**src/rtl/hazard_ctrl.sv**
```systemverilog
// Pipeline sequencing controller: load-use stalls, MEM-stage branch redirects,
// and pipeline freeze around variable-latency data-memory accesses.
module hazard_ctrl #(
  parameter int MEM_TIMEOUT = 64,
  parameter int CNT_W       = 32
) (
  input  logic             clk,
  input  logic             reset,
  input  logic [4:0]       Rn_id,
  input  logic [4:0]       Rm_id,
  input  logic             use_rn_id,
  input  logic             use_rm_id,
  input  logic [4:0]       Rd_ex,
  input  logic             MemtoReg_ex,
  input  logic             RegWrite_ex,
  input  logic             take_branch_mem,
  input  logic             mem_access_mem,
  input  logic             dmem_ready,
  output logic             dmem_req,
  output logic             pc_en,
  output logic             if_id_en,
  output logic             id_ex_en,
  output logic             ex_mem_en,
  output logic             mem_wb_en,
  output logic             if_id_flush,
  output logic             id_ex_flush,
  output logic             ex_mem_flush,
  output logic             mem_wb_flush,
  output logic             pc_sel_branch,
  output logic             mem_timeout,
  output logic [CNT_W-1:0] stall_cycles,
  output logic [CNT_W-1:0] redirects
);

  typedef enum logic {RUN = 1'b0, MEM_WAIT = 1'b1} state_t;

  localparam int WD_W = $clog2(MEM_TIMEOUT);
  localparam logic [WD_W-1:0] WD_MAX = WD_W'(MEM_TIMEOUT - 1);

  state_t           r_state;
  state_t           w_next;
  logic [WD_W-1:0]  r_wd;
  logic             r_timeout;
  logic [CNT_W-1:0] r_stall;
  logic [CNT_W-1:0] r_redir;
  logic             w_lu;
  logic             w_wd_exp;
  logic             w_freeze;

  assign w_lu = MemtoReg_ex & RegWrite_ex & (Rd_ex != 5'd31) &
                ((use_rn_id & (Rn_id == Rd_ex)) |
                 (use_rm_id & (Rm_id == Rd_ex)));

  assign w_wd_exp = (r_state == MEM_WAIT) & ~dmem_ready &
                    (r_wd == WD_MAX);

  // An expired watchdog releases the freeze in the same cycle
  assign w_freeze = (r_state == RUN) ?
                    (mem_access_mem & ~dmem_ready) :
                    (~dmem_ready & ~w_wd_exp);

  always_ff @(posedge clk or posedge reset) begin
    if (reset) begin
      r_state <= RUN;
    end else begin
      r_state <= w_next;
    end
  end

  always_comb begin
    w_next = r_state;
    unique case (r_state)
      RUN:      if (mem_access_mem & ~dmem_ready) w_next = MEM_WAIT;
      MEM_WAIT: if (dmem_ready | w_wd_exp) w_next = RUN;
      default:  w_next = RUN;
    endcase
  end

  always_comb begin
    dmem_req      = 1'b0;
    pc_en         = 1'b1;
    if_id_en      = 1'b1;
    id_ex_en      = 1'b1;
    ex_mem_en     = 1'b1;
    mem_wb_en     = 1'b1;
    if_id_flush   = 1'b0;
    id_ex_flush   = 1'b0;
    ex_mem_flush  = 1'b0;
    mem_wb_flush  = 1'b0;
    pc_sel_branch = 1'b0;
    if (reset) begin
      pc_en        = 1'b0;
      if_id_en     = 1'b0;
      id_ex_en     = 1'b0;
      ex_mem_en    = 1'b0;
      mem_wb_en    = 1'b0;
      if_id_flush  = 1'b1;
      id_ex_flush  = 1'b1;
      ex_mem_flush = 1'b1;
      mem_wb_flush = 1'b1;
    end else begin
      dmem_req = (r_state == RUN) & mem_access_mem;
      priority case (1'b1)
        w_freeze: begin
          pc_en        = 1'b0;
          if_id_en     = 1'b0;
          id_ex_en     = 1'b0;
          ex_mem_en    = 1'b0;
          mem_wb_flush = 1'b1;
        end
        take_branch_mem: begin
          pc_sel_branch = 1'b1;
          if_id_flush   = 1'b1;
          id_ex_flush   = 1'b1;
          ex_mem_flush  = 1'b1;
        end
        w_lu: begin
          pc_en       = 1'b0;
          if_id_en    = 1'b0;
          id_ex_flush = 1'b1;
        end
        default: ;
      endcase
    end
  end

  always_ff @(posedge clk or posedge reset) begin
    if (reset) begin
      r_wd      <= '0;
      r_timeout <= 1'b0;
      r_stall   <= '0;
      r_redir   <= '0;
    end else begin
      if (r_state == MEM_WAIT && w_next == MEM_WAIT) begin
        r_wd <= r_wd + WD_W'(1);
      end else begin
        r_wd <= '0;
      end
      if (w_wd_exp) begin
        r_timeout <= 1'b1;
      end
      if (~pc_en && r_stall != '1) begin
        r_stall <= r_stall + CNT_W'(1);
      end
      if (pc_sel_branch && r_redir != '1) begin
        r_redir <= r_redir + CNT_W'(1);
      end
    end
  end

  assign mem_timeout  = r_timeout;
  assign stall_cycles = r_stall;
  assign redirects    = r_redir;

endmodule

```
**config.mk**
```make
export PLATFORM = sky130hd
export DESIGN_NAME = hazard_ctrl
export DESIGN_NICKNAME = d
export VERILOG_FILES = /design/src/rtl/hazard_ctrl.sv
export SDC_FILE = /design/constraint.sdc
export NUM_CORES = 1
export LEC_CHECK = 0
export BUFFER_PORTS_ARGS = -buffer_cell sky130_fd_sc_hd__buf_4
export CAP_MARGIN = 20
export CORE_ASPECT_RATIO = 1.25
export CORE_MARGIN = 1.5
export CORE_UTILIZATION = 50
export DETAILED_ROUTE_END_ITERATION = 8
export GPL_TIMING_DRIVEN = 0
export PLACE_DENSITY = 0.86
export SLEW_MARGIN = 0
export SYNTH_ARGS = -nofsm -noshare
export SYNTH_HDL_FRONTEND = slang
export SYNTH_SLANG_ARGS = --single-unit
```
**constraint.sdc**
```tcl
create_clock -name clk -period 8.2 [get_ports clk]
set_input_delay 1.64 -clock clk [delete_from_list [all_inputs] [get_ports clk]]
set_output_delay 1.64 -clock clk [all_outputs]
set_load 0.05 [all_outputs]
```
* Yosys cells after proc, flatten, opt, wreduce, memory -nomap -nowiden
Index checks and enable logic that the tools add are counted.
** Cells by class
- Multiplexer cells :: 23
- Bitwise gates (word level) :: 16
- Equal/unequal tests :: 6
- Add/subtract/negate cells :: 3
- Reductions and logical operators :: 3
** Operators with widths (number)
- 32-bit by 1-bit adder with 32-bit output, second input constant :: 2
- 32-bit != test, second input constant :: 2
- 1-bit two-way mux :: 21
- 1-bit AND :: 10
- 5-bit == test :: 2
- 6-bit by 1-bit adder with 6-bit output, second input constant :: 1
- 6-bit == test, second input constant :: 1
- 6-bit two-way mux :: 1
- 5-bit != test, second input constant :: 1
- 1-bit inverter :: 4
- 1-bit logical AND :: 3
- 1-bit bitwise OR :: 2
- 1-bit one-hot mux with 2 select lines :: 1
** Storage, ports and cells
- Logic and storage cells :: 56
- Input bits :: 24
- Register bits :: 72
- Output and inout bits :: 76

* Logic depth before layout (Yosys ltp)
- Word-level depth :: 10
- Mapped depth :: 9
- Gate-level depth less buffers :: 8

* Least setup slack after synthesis
Ideal clock, no wire load.
- Kind :: input to output
- Start point :: input port reset
- End point :: output port pc_en
- Path buffers :: 2
- Required time :: 6560 ps
- Arrival :: 6061 ps
- Path slack :: 499 ps
- Stages :: 5
- Cell sequence :: inv_1 a22oi_1 a21oi_1 clkbuf_1 buf_4
** Between the ends
- Cells in the longest elaborated chain, start to end :: 1
** Ends and longest elaborated chain
- start: declaration :: RTL line 8 : input logic reset,
- 1-bit two-way mux
- end: declaration :: RTL line 20 : output logic pc_en,
No other way between the ends.

* Worst setup path after layout
- Start point :: input port reset
- End point :: output port pc_en
** Between the ends
- Cells in the longest elaborated chain, start to end :: 1
** Ends and longest elaborated chain
- 1-bit two-way mux :: RTL line 91 : if (reset) begin
No other way between the ends.

==> results_dict.tcl <==
set metrics [dict create \
    ys_ff_latch 72 \
    netlist_instances 344 \
    leakagePower_nw 2.26 \
    synth_area_um2 3660 \
    initial_core_util_pct 52.1 \
    syn_area_per_cell_um2 10.6 \
    max-slew-margin-rel_pct 40.4 \
    wire_per_inst_um 15.7 \
    avgViaCountPerCell 5.45 \
    yosysTopAreaCell "dfrtp_1" \
    drc_errors 0 \
    worstSetupPathType "input port to output pin" \
    firstDrtPassIters 4 \
    cts_setup_buffers 0 \
    cp.arrival_ns 3.98 \
    max_stage_delay_ns 0.62 \
    numClockSinks 72 \
    power.total_mw 1.17 \
    dp_slack_ns 2.50 \
    die_w_um 79.5 \
    dieArea_um2 7840 \
    whs_ns 0.482 \
    gr-usage-met1_pct 26.7 \
    grt-busiest-layer "met2" \
    antenna_left 0 \
    maxSlewViolCount 0 \
    cp_slowest_cell "inv_4" \
    fin_nets 481 \
    gr-usage-met3_pct 6.30 \
    numPortBuffers 99 \
    vdd_drop_max_v 0.000150 \
    synthFlopType "dfrtp_1" \
    drt_wl_total_um 8620 \
    fin_crit_ns 5.62 \
    setup.worst_path.end_class "output pin" \
    clkSlewWorstSetupHoldPaths_ns 0.07 \
    cp_cell_sequence "buf_4, inv_4, a22oi_1, a21oi_1, clkbuf_1, buf_4, buf_4" \
    grt_pass1_vias 3057 \
    ys_async_sr_fraction_pct 100 \
    syn_nets 371 \
    dpl_cell_area_um2 4520 \
    cp_max_fo 76 \
    num_rows 34 \
    synth_top_area_share_pct 49.3 \
    clock_latency_ns 0.35 \
    rsz0062_at_grt "false" \
    finalHoldViolCount 0 \
    yosys_warnings 0 \
    status "finished, final reports clean" \
    finalCritPeriodShare_pct 68.6 \
    cts_tree "built" \
    postLayoutCellArea_um2 4750 \
    cp-start-kind "input port" \
    clock_path_buffers 2 \
    place.gp.congestion 0.820 \
    cts_hold_buf 0 \
    ys_seq_area_share_pct 49.3 \
    use_met2_pct 41.2 \
    layout_common_cells "buf_4 (104), dfrtp_1 (72), xor2_1 (41)" \
    grt_pass1_wl_um 14200 \
    core-area_um2 7020 \
    grt_antenna_before_repair 0 \
    clock-root-buffer "clkbuf_8" \
    p_per_area_nw_per_um2 245 \
    hold_class "register to register" \
    cts_buffers 9 \
    io_pins 100 \
    grt-ovfl-total 0 \
    vias 2993 \
    fmax_mhz 178 \
    setup_viol 0 \
    tns_ns 0 \
    worst_slew_pin_slew_ns 0.894 \
    required_ns 6.56 \
    synth_area_leaders "dfrtp_1 (49%), xor2_1 (9.8%), xnor2_1 (8.4%)" \
    cap_violations 0 \
    htreeDepth 3 \
    final_common_cell "buf_4" \
    synth_edf_count 0 \
    diodes 0 \
    post_cts_resized 0 \
    layout_setup_ws_ns 2.58 \
    fin_skew_ns 0.00789 \
    syn_to_final_growth_pct 29.9 \
    cp_common_cell "buf_4" \
    final_layout_size_suffix_gt1_share_pct 30.3 \
    grt_max_degree 77 \
    die_height_um 98.6 \
    hpwl_um 6190 \
    gr-usage-all-layers_pct 23.0 \
    drt_iter0_drc 88 \
    yosysUniqueCellTypes 43 \
]
## cell type report
cell class | instances | area, µm²
plain buffers | 11 | 70.1
clock buffers | 10 | 128
clock inverters | 6 | 108
fillers | 561 | 2270
inverters | 12 | 47.5
multi-input cells | 249 | 1740
flip-flops and latches | 72 | 1800
well taps | 90 | 113
repair buffers | 99 | 743
## critical path: cells and delay by family
kind	cells	cell delay, ns
AO/OA/AOI/OAI	2	0.72
buffers and inverters	5	1.63
## cell families after synthesis
| family | after synthesis | share of synthesized area, % |
|---|---|---|
| AO/OA/AOI/OAI | 12 | 2.40 |
| XOR/XNOR | 76 | 18.2 |
| adder cells (fa/ha/maj) | 3 | 1.03 |
| buffers and inverters | 23 | 3.15 |
| flip-flops | 72 | 49.3 |
| multiplexers | 2 | 0.616 |
| AND/OR/NAND/NOR | 156 | 25.4 |
## flip-flops by register name, summed over array words and instances, names as in the netlist
name          cells
r_state           1
redirects        32
r_wd              6
stall_cycles     32
mem_timeout       1
## final timing paths
check / from / end / slack [ns] / depth (start not counted)
min in group asynchronous: reset / r_wd[2] / 1.50 / 2
max in group asynchronous: reset / redirects[15] / 6.12 / 2
hold reg to reg: r_wd[0] / r_wd[0] / 0.48 / 1
hold / removal: r_wd[0] / r_wd[0] / 0.48 / 1
setup / recovery: reset / pc_en / 2.58 / 7
setup reg to reg: stall_cycles[3] / stall_cycles[22] / 5.79 / 7
## power by group
part	switching (mW)	leakage, nW	internal, mW
Clock	0.134	0.116	0.201
Combinational	0.252	1.24	0.117
Sequential	0.0626	0.909	0.399
## through the flow
stage / cells / util [%]
after floorplan: 344 / -
after detailed placement: 533 / 64.3
after global placement: 533 / 64.3
after CTS: 549 / 67.7
after global routing: 549 / 67.7
final: 549 / 67.7
## metal layers
metal	vias to the layer above	part of all wire, %
met5	-	0
met1	1473	40
met4	0	1.3
met3	13	5.0
li1	1427	-
met2	80	54
## Yosys cell counts (2+ instances only)
master / n
dfrtp_1: 72
nor3b_1: 4
a21oi_1: 2
nor3_2: 4
inv_1: 12
and4_1: 8
nor2_1: 16
mux2_2: 2
buf_4: 5
nor4b_1: 4
buf_2: 2
nand3_1: 26
clkbuf_1: 3
xor2_1: 41
o21ai_0: 2
nor4_1: 16
a31o_2: 2
nand4_1: 13
ha_1: 3
nand2_1: 26
nor3_1: 11
xnor2_1: 35
and3_1: 15
Note: power is estimated with default switching activity, not from simulation.
